===== config.mk =====
export PLATFORM = sky130hd
export DESIGN_NAME = conv_result_sink
export DESIGN_NICKNAME = d
export VERILOG_FILES = /design/src/rtl/conv_result_sink.sv
export SDC_FILE = /design/constraint.sdc
export NUM_CORES = 1
export LEC_CHECK = 0
export CORE_ASPECT_RATIO = 1.4
export CORE_MARGIN = 8
export CORE_UTILIZATION = 32
export DETAILED_ROUTE_END_ITERATION = 6
export DONT_BUFFER_PORTS = 1
export PLACE_DENSITY = 0.44
export REMOVE_ABC_BUFFERS = 1
export SYNTH_ARGS = -nofsm -noshare
export SYNTH_HDL_FRONTEND = slang
export SYNTH_SLANG_ARGS = --single-unit

===== constraint.sdc =====
create_clock -name clk -period 11.2 [get_ports clk]
set_clock_uncertainty 0.2 [all_clocks]
set_input_delay 3.36 -clock clk [delete_from_list [all_inputs] [get_ports clk]]
set_output_delay 3.36 -clock clk [all_outputs]
set_load 0.02 [all_outputs]

===== src/rtl/conv_result_sink.sv =====
// conv_result_sink
//   Capture stage behind the convolution core. Results presented while
//   running_i and valid_i are both high are buffered in a show-ahead FIFO.
//   The FIFO is read through a ready/valid port. The block follows frame
//   boundaries from running_i, counts the results of each frame and
//   accumulates a checksum over them. Sticky flags record dropped samples
//   and frames whose result count was wrong.
//
// Ports
//   clk, rst        clock, synchronous active-high reset
//   running_i       core frame-active flag (rise/fall mark frame bounds)
//   valid_i         result valid this cycle
//   data_i          CH results, channel k at [k*DATA_WIDTH +: DATA_WIDTH]
//   rd_ready_i      consumer takes the head word
//   rd_valid_o      FIFO non-empty
//   rd_data_o       FIFO head word (0 when empty)
//   rd_last_o       head word is the final word of the frame
//   busy_o          frame in progress (state != IDLE)
//   frame_done_o    single-cycle end-of-frame pulse
//   count_o         samples seen this frame, saturating
//   checksum_o      mod-2^DATA_WIDTH sum of all channels of accepted words
//   err_overflow_o  sticky: a sample was dropped on a full FIFO
//   err_count_o     sticky: a frame ended with count_o != EXP_COUNT
//
// FSM states
//   state     | meaning
//   ----------+--------------------------------------------------------
//   S_IDLE    | waiting for a rising edge of running_i
//   S_CAPTURE | frame active, pushing running_i & valid_i samples
//   S_DRAIN   | frame ended, waiting for the consumer to empty the FIFO
//   S_DONE    | one-cycle end-of-frame, frame_done_o asserted

module conv_result_sink #(
    parameter int DATA_WIDTH = 32,
    parameter int CH         = 1,
    parameter int DEPTH      = 16,
    parameter int EXP_COUNT  = 9604,
    parameter int CNT_W      = 32
) (
    input  logic                     clk,
    input  logic                     rst,
    input  logic                     running_i,
    input  logic                     valid_i,
    input  logic [CH*DATA_WIDTH-1:0] data_i,
    input  logic                     rd_ready_i,
    output logic                     rd_valid_o,
    output logic [CH*DATA_WIDTH-1:0] rd_data_o,
    output logic                     rd_last_o,
    output logic                     busy_o,
    output logic                     frame_done_o,
    output logic [CNT_W-1:0]         count_o,
    output logic [DATA_WIDTH-1:0]    checksum_o,
    output logic                     err_overflow_o,
    output logic                     err_count_o
);

    localparam int AW = (DEPTH > 1) ? $clog2(DEPTH) : 1;
    localparam int OW = AW + 1;
    localparam logic [OW-1:0]    FULL_OCC = OW'(DEPTH);
    localparam logic [OW-1:0]    ONE_OCC  = OW'(1);
    localparam logic [CNT_W-1:0] EXP_CNT  = CNT_W'(EXP_COUNT);

    typedef enum logic [1:0] {
        S_IDLE    = 2'd0,
        S_CAPTURE = 2'd1,
        S_DRAIN   = 2'd2,
        S_DONE    = 2'd3
    } state_t;

    state_t state_q, state_d;

    logic running_q;

    logic [CH*DATA_WIDTH-1:0] mem_q [DEPTH];
    logic [AW-1:0]            wr_ptr_q, rd_ptr_q;
    logic [OW-1:0]            occ_q, occ_d;

    logic [CNT_W-1:0]      count_q, count_d;
    logic [DATA_WIDTH-1:0] checksum_q, checksum_d;
    logic [DATA_WIDTH-1:0] sum_pend_q, sum_pend_d;
    logic                  sum_pend_vld_q;
    logic                  err_overflow_q, err_count_q;

    logic rise, fall, frame_start, sample;
    logic fifo_empty, fifo_full, pop, push, drop;
    logic [DATA_WIDTH-1:0] word_sum;

    // ---------------------------------------------------------------
    // Frame edge detection and sample qualification
    // ---------------------------------------------------------------
    assign rise        = running_i & ~running_q;
    assign fall        = ~running_i & running_q;
    assign frame_start = (state_q == S_IDLE) & rise;

    // The rise cycle already belongs to the new frame; the fall cycle is
    // excluded automatically because running_i is low there.
    assign sample = running_i & valid_i & ((state_q == S_CAPTURE) | frame_start);

    assign fifo_empty = (occ_q == '0);
    assign fifo_full  = (occ_q == FULL_OCC);

    // A pop on an empty FIFO is meaningless, so pop is gated by non-empty.
    // A full FIFO still accepts a push when the head leaves in the same cycle.
    assign pop  = ~fifo_empty & rd_ready_i;
    assign push = sample & (~fifo_full | pop);
    assign drop = sample & fifo_full & ~pop;

    always_comb begin
        occ_d = occ_q;
        case ({push, pop})
            2'b10:   occ_d = occ_q + ONE_OCC;
            2'b01:   occ_d = occ_q - ONE_OCC;
            default: occ_d = occ_q;
        endcase
    end

    always_comb begin
        word_sum = '0;
        for (int k = 0; k < CH; k++) begin
            word_sum = word_sum + data_i[k*DATA_WIDTH +: DATA_WIDTH];
        end
    end

    // ---------------------------------------------------------------
    // Count and checksum
    // ---------------------------------------------------------------
    always_comb begin
        count_d = count_q;
        if (frame_start) begin
            count_d = '0;
        end
        if (sample && !(&count_d)) begin
            count_d = count_d + CNT_W'(1);
        end
    end

    // The checksum lags the push by one cycle through sum_pend_q. Any
    // pending term at frame start would belong to the previous frame and
    // is discarded together with the old total.
    always_comb begin
        sum_pend_d = push ? word_sum : '0;
        if (frame_start) begin
            checksum_d = '0;
        end else if (sum_pend_vld_q) begin
            checksum_d = checksum_q + sum_pend_q;
        end else begin
            checksum_d = checksum_q;
        end
    end

    // ---------------------------------------------------------------
    // FSM
    // ---------------------------------------------------------------
    always_comb begin
        state_d = state_q;
        case (state_q)
            S_IDLE:    if (rise)       state_d = S_CAPTURE;
            S_CAPTURE: if (fall)       state_d = S_DRAIN;
            S_DRAIN:   if (fifo_empty) state_d = S_DONE;
            S_DONE:                    state_d = S_IDLE;
            default:                   state_d = S_IDLE;
        endcase
    end

    always_ff @(posedge clk) begin
        if (rst) begin
            state_q        <= S_IDLE;
            running_q      <= 1'b0;
            wr_ptr_q       <= '0;
            rd_ptr_q       <= '0;
            occ_q          <= '0;
            count_q        <= '0;
            checksum_q     <= '0;
            sum_pend_q     <= '0;
            sum_pend_vld_q <= 1'b0;
            err_overflow_q <= 1'b0;
            err_count_q    <= 1'b0;
        end else begin
            state_q        <= state_d;
            running_q      <= running_i;
            occ_q          <= occ_d;
            count_q        <= count_d;
            checksum_q     <= checksum_d;
            sum_pend_q     <= sum_pend_d;
            sum_pend_vld_q <= push;
            if (push) begin
                wr_ptr_q <= wr_ptr_q + AW'(1);
            end
            if (pop) begin
                rd_ptr_q <= rd_ptr_q + AW'(1);
            end
            if (drop) begin
                err_overflow_q <= 1'b1;
            end
            // The count is final once DRAIN is reached, so the flag is
            // raised on entry to DONE and is visible alongside frame_done_o.
            if ((state_q == S_DRAIN) && fifo_empty && (count_q != EXP_CNT)) begin
                err_count_q <= 1'b1;
            end
        end
    end

    // Storage needs no reset: contents are only exposed while occupied.
    always_ff @(posedge clk) begin
        if (push) begin
            mem_q[wr_ptr_q] <= data_i;
        end
    end

    // ---------------------------------------------------------------
    // Outputs
    // ---------------------------------------------------------------
    assign rd_valid_o     = ~fifo_empty;
    assign rd_data_o      = fifo_empty ? '0 : mem_q[rd_ptr_q];
    assign rd_last_o      = ~fifo_empty & (state_q == S_DRAIN) & (occ_q == ONE_OCC);
    assign busy_o         = (state_q != S_IDLE);
    assign frame_done_o   = (state_q == S_DONE);
    assign count_o        = count_q;
    assign checksum_o     = checksum_q;
    assign err_overflow_o = err_overflow_q;
    assign err_count_o    = err_count_q;

endmodule


=== Word level (Yosys, flattened, before mapping) ===
Memory sizes are Yosys's and may differ from the RTL's. A register that Yosys moved wholly into a read port is not among the register bits.
Index checks and enable logic that the tools add are counted.

* Logic and storage cells: 72
* Flip-flop bits (word level): 115
* Memories kept: 1
* Input bits: 37
* Bits in writable memories: 512

* Reduce and logical (&&, ||, !) cells: 12
* Equality and inequality tests: 11
* Add/subtract/negate cells: 6
* Bitwise gates (word level): 19
* Multiplexer cells: 12

{| class="wikitable"
|+ Memories
! name !! depth !! width !! read ports !! clocked after Yosys merged registers in !! write ports !! line !! RTL
|-
| mem_q || 16 || 32 || 1 || 1 || 1 || 74 || <nowiki>logic [CH*DATA_WIDTH-1:0] mem_q [DEPTH];</nowiki>
|}

{| class="wikitable"
|+ Operators by type and width
! operator !! count
|-
| $mux 32 || 3
|-
| $add 32x1->32 const B || 1
|-
| $add 32x32->32 || 1
|-
| $ne 32x14->1 const B || 1
|-
| $reduce_and 32->1 || 1
|-
| $and 1x1->1 || 11
|-
| $pmux 5 s2 || 1
|-
| $add 4x1->4 const B || 2
|-
| $mux 4 || 2
|-
| $pmux 2 s4 || 1
|-
| $eq 2x2->1 const B || 3
|-
| $mux 2 || 3
|-
| $ne 2x2->1 const B || 3
|-
| $not 1->1 || 6
|-
| $add 5x1->5 const B || 1
|-
| $eq 5x1->1 const B || 1
|-
| $eq 5x5->1 const B || 1
|-
| $logic_not 5->1 || 1
|-
| $sub 5x1->5 const B || 1
|-
| $eq 2x1->1 const B || 2
|-
| $reduce_bool 2->1 || 2
|-
| $reduce_or 2->1 || 2
|-
| $logic_and 1x1->1 || 3
|-
| $reduce_and 3->1 || 1
|-
| 4 further kinds || 6
|}

=== Longest topological paths before layout ===
* Depth in word-level cells: 8
* Gate-level depth with buffers: 14
* Depth with buffers taken out: 13

=== Worst setup path after synthesis ===
OpenSTA, ideal clock, no wires.

* Path kind: input-to-reg
* From: input port running_i
* To: memory mem_q[3][0] in the netlist's numbering (enable)
* Stages: 4
* Data required time: 10539 ps
* Arrival time: 6484 ps
* Slack: 4055 ps
* Cell sequence: nand3_1 nor2_1 nand2_1 nor3_1

* Cells in the longest elaborated chain, start to end: 7

{| class="wikitable"
|+ RTL lines
! what !! line !! RTL
|-
| from (decl) || 42 || <nowiki>input logic running_i,</nowiki>
|-
| $and 1x1->1 || 91 || <nowiki>assign rise = running_i & ~running_q;</nowiki>
|-
| $and 1x1->1 || 93 || <nowiki>assign frame_start = (state_q == S_IDLE) & rise;</nowiki>
|-
| $or 1x1->1 || 97 || <nowiki>assign sample = running_i & valid_i & ((state_q == S_CAPTURE) | frame_start);</nowiki>
|-
| $and 1x1->1 (*) || 97 ||
|-
| $and 1x1->1 (*) || 105 || <nowiki>assign push = sample & (~fifo_full | pop);</nowiki>
|-
| $mux 1 (*) || 205 || <nowiki>if (push) begin</nowiki>
|-
| $mux 1 (implied by the code) (*) || 206 || <nowiki>mem_q[wr_ptr_q] <= data_i;</nowiki>
|-
| to (decl) || 74 ||
|}

Every way passes the cells marked *; elsewhere a longest branch is shown, timed or not.

==> flow_metrics.tcl <==
set metrics [dict create \
    fmax_ghz 0.1388 \
    die-area_mm2 0.08985 \
    period_share 0.6433 \
    stdcell_count 2623 \
    dp_slack_ns 4.536 \
    dieWidth_um 255.6 \
    p_sw_uw 1601 \
    slew_headroom 0.2461 \
    worstPathRequired_ns 7.64 \
    clockBufferDepth 3 \
    path_clk_slew_ns 0.06 \
    setup_viol 0 \
    clk_latency_ns 0.65 \
    dp_cells 2508 \
    p_clk_frac 0.355 \
    dpl_cell_area_mm2 0.02714 \
    htreeDepth 2 \
    hold_class "register to register" \
    dp_hpwl_mm 42.49 \
    area_growth_pct 13.31 \
    rsz0062_at_grt "no" \
    critical_path_buf_inv_count 1 \
    worstSetupPathType "register to primary output" \
    drc 0 \
    cts_made_buffers 61 \
    port_buffers 0 \
    vdd_drop_max_v 0.0001688 \
    start_util 0.3215 \
    cts_tree "yes" \
    path_delay_family "multiplexers" \
    status "finished clean" \
    drv_slew 0 \
    yosysSeqAreaShare 0.6903 \
    antenna_left 0 \
    fin_crit_ns 7.205 \
    tns_ns 0 \
    slowest_delay_ns 0.69 \
    die_y_um 351.5 \
    layout_common_cells "512 x edfxtp_1, 160 x mux4_2, 114 x dfxtp_1" \
    switching_share 0.2733 \
    worst_slew_pin_slew_ns 1.131 \
    pwr-share-comb 0.189 \
    crit_fanout 105 \
    power_density_mw_per_mm2 201.0 \
    synthArstFlopShare 0 \
    cts_sinks 631 \
    grt_usage 0.1548 \
    clock-root-buffer "clkbuf_16" \
    rows 123 \
    finalHoldViolCount 0 \
    gr-total-overflow 0 \
    ys_warn_count 0 \
    power.internal_uw 4258 \
    cts_setup_buffers 0 \
    routed_wirelength_mm 70.47 \
    setup_ws_ns 3.995 \
    arrival_ns 3.65 \
    postSynthCellCount 1485 \
    antenna_found_initial 2 \
    seqPwrFrac 0.456 \
    post-route-util 0.3642 \
    first_iter_violations 940 \
    pin_count 139 \
    grt_max_degree 106 \
    avgViaCountPerCell 5.072 \
    p_leak_uw 0.009270 \
    final_common_cell "edfxtp_1" \
    cp_slowest_cell "dfxtp_4" \
    yosysUniqueCellTypes 70 \
    path_cells "buf_12 > mux4_2 > mux4_2 > and2_1" \
    coreArea_mm2 0.08003 \
    cpMostUsedCell "mux4_2" \
    end_kind "primary output" \
    dr.pass1.iters 5 \
    synth_area_per_cell_um2 17.32 \
    num_vias 13300 \
    synth_area_mm2 0.02572 \
    nNetsFinal 1592 \
    wl_per_cell_um 26.86 \
    synth-edff-count 512 \
    cts_hold_buf 0 \
    start_kind "register" \
    gp_congestion 0.7951 \
    cts_resized 0 \
    cap_violations 0 \
    ys_ff_latch 631 \
    fin_area_mm2 0.02915 \
    grt_pass1_vias 14200 \
    drive_above_1_share 0.2095 \
    synth_flop_cell "edfxtp_1" \
    diodes 0 \
    grt_pass1_wl_mm 102.0 \
]
-- stage by stage --
stage	total power, uW	hold WS (ns)
2_1_floorplan	3658	0.2603
3_3_place_gp	3880	0.2730
3_5_place_dp	3882	0.2815
4_1_cts	5977	0.2933
5_1_grt	6112	0.3125
6_report	5859	0.2898
-- final timing paths --
path	from	endpoint	slack, ns	cells past startpoint
worst min-delay path	rd_ptr_q[1]$_SDFFE_PP0N_	register	0.29	2
worst max register to register	state_q[0]$_SDFFE_PP0P_	mem_q[15][15]$_DFFE_PP_	7.17	10
worst min register to register	rd_ptr_q[1]$_SDFFE_PP0N_	register	0.29	2
worst max-delay path	register	rd_data_o[18]	3.99	4
-- power by group through the flow --
| stage | clock network (uW) | registers, uW | logic, uW |
|---|---|---|---|
| floorplan | 0 | 2790 | 864 |
| global placement | 0 | 2730 | 1150 |
| detailed placement | 0 | 2730 | 1160 |
| CTS | 2140 | 2670 | 1160 |
| global route | 2220 | 2680 | 1210 |
| finish | 2080 | 2670 | 1110 |
-- synthesized netlist by cell type, drive strengths merged (5+ instances only) --
master	number	area, um^2
nand3	25	137.6
nand2b	8	50.05
a21o	12	91.34
a41oi	5	51.30
inv	19	71.32
mux4	160	3603
mux2i	22	220.2
and3	6	38.79
and2	73	456.7
ha	45	563.0
nor3	17	85.08
a21oi	40	204.0
clkbuf	47	176.4
nand2	69	264.0
o21bai	6	45.04
edfxtp	512	15370
or3	6	37.54
o21ai	12	60.05
xnor2	25	219.0
nor4	7	73.82
xor2	42	367.9
nor2	110	420.4
dfxtp	119	2382
nand4	23	143.9
buf	18	73.82
-- worst min-delay path: stages, from the launching register on --
cell     delay (ns)
dfxtp_1        0.32
nand2_1        0.06
a21oi_1        0.07
-- state kept, by name (all words and copies together) (netlist names), named ones only --
name            cells
checksum_o         32
count_o            32
err_count_o         1
err_overflow_o      1
mem_q             512
occ_q               5
rd_ptr_q            4
running_q           1
state_q             2
sum_pend_q         32
sum_pend_vld_q      1
wr_ptr_q            4
-- cell type report --
class | instances | area (um^2)
clock buffer | 81 | 1682
fill | 7527 | 50880
sequential | 631 | 17770
multi-input combinational | 770 | 7766
timing repair buffer | 26 | 207.7
inverter | 19 | 71.32
clock inverter | 34 | 322.8
tap | 1062 | 1329
-- cells by family after synthesis --
kind of cell | share of synthesized area
flops | 0.6903
simple gates | 0.07315
mux | 0.1486
compound gates | 0.02996
buf+inv | 0.01250
xor+xnor | 0.02281
fa+ha+maj | 0.02267
-- metal layers --
layer | vias to the layer above | track usage | wire length, um
li1 | 5889 | - | -
met1 | 7058 | 0.1768 | 27650
met2 | 269 | 0.2817 | 36810
met3 | 87 | 0.04387 | 4295
met4 | 0 | 0.04347 | 1702
met5 | - | 0 | 0
(Power assumes the default switching activity.)
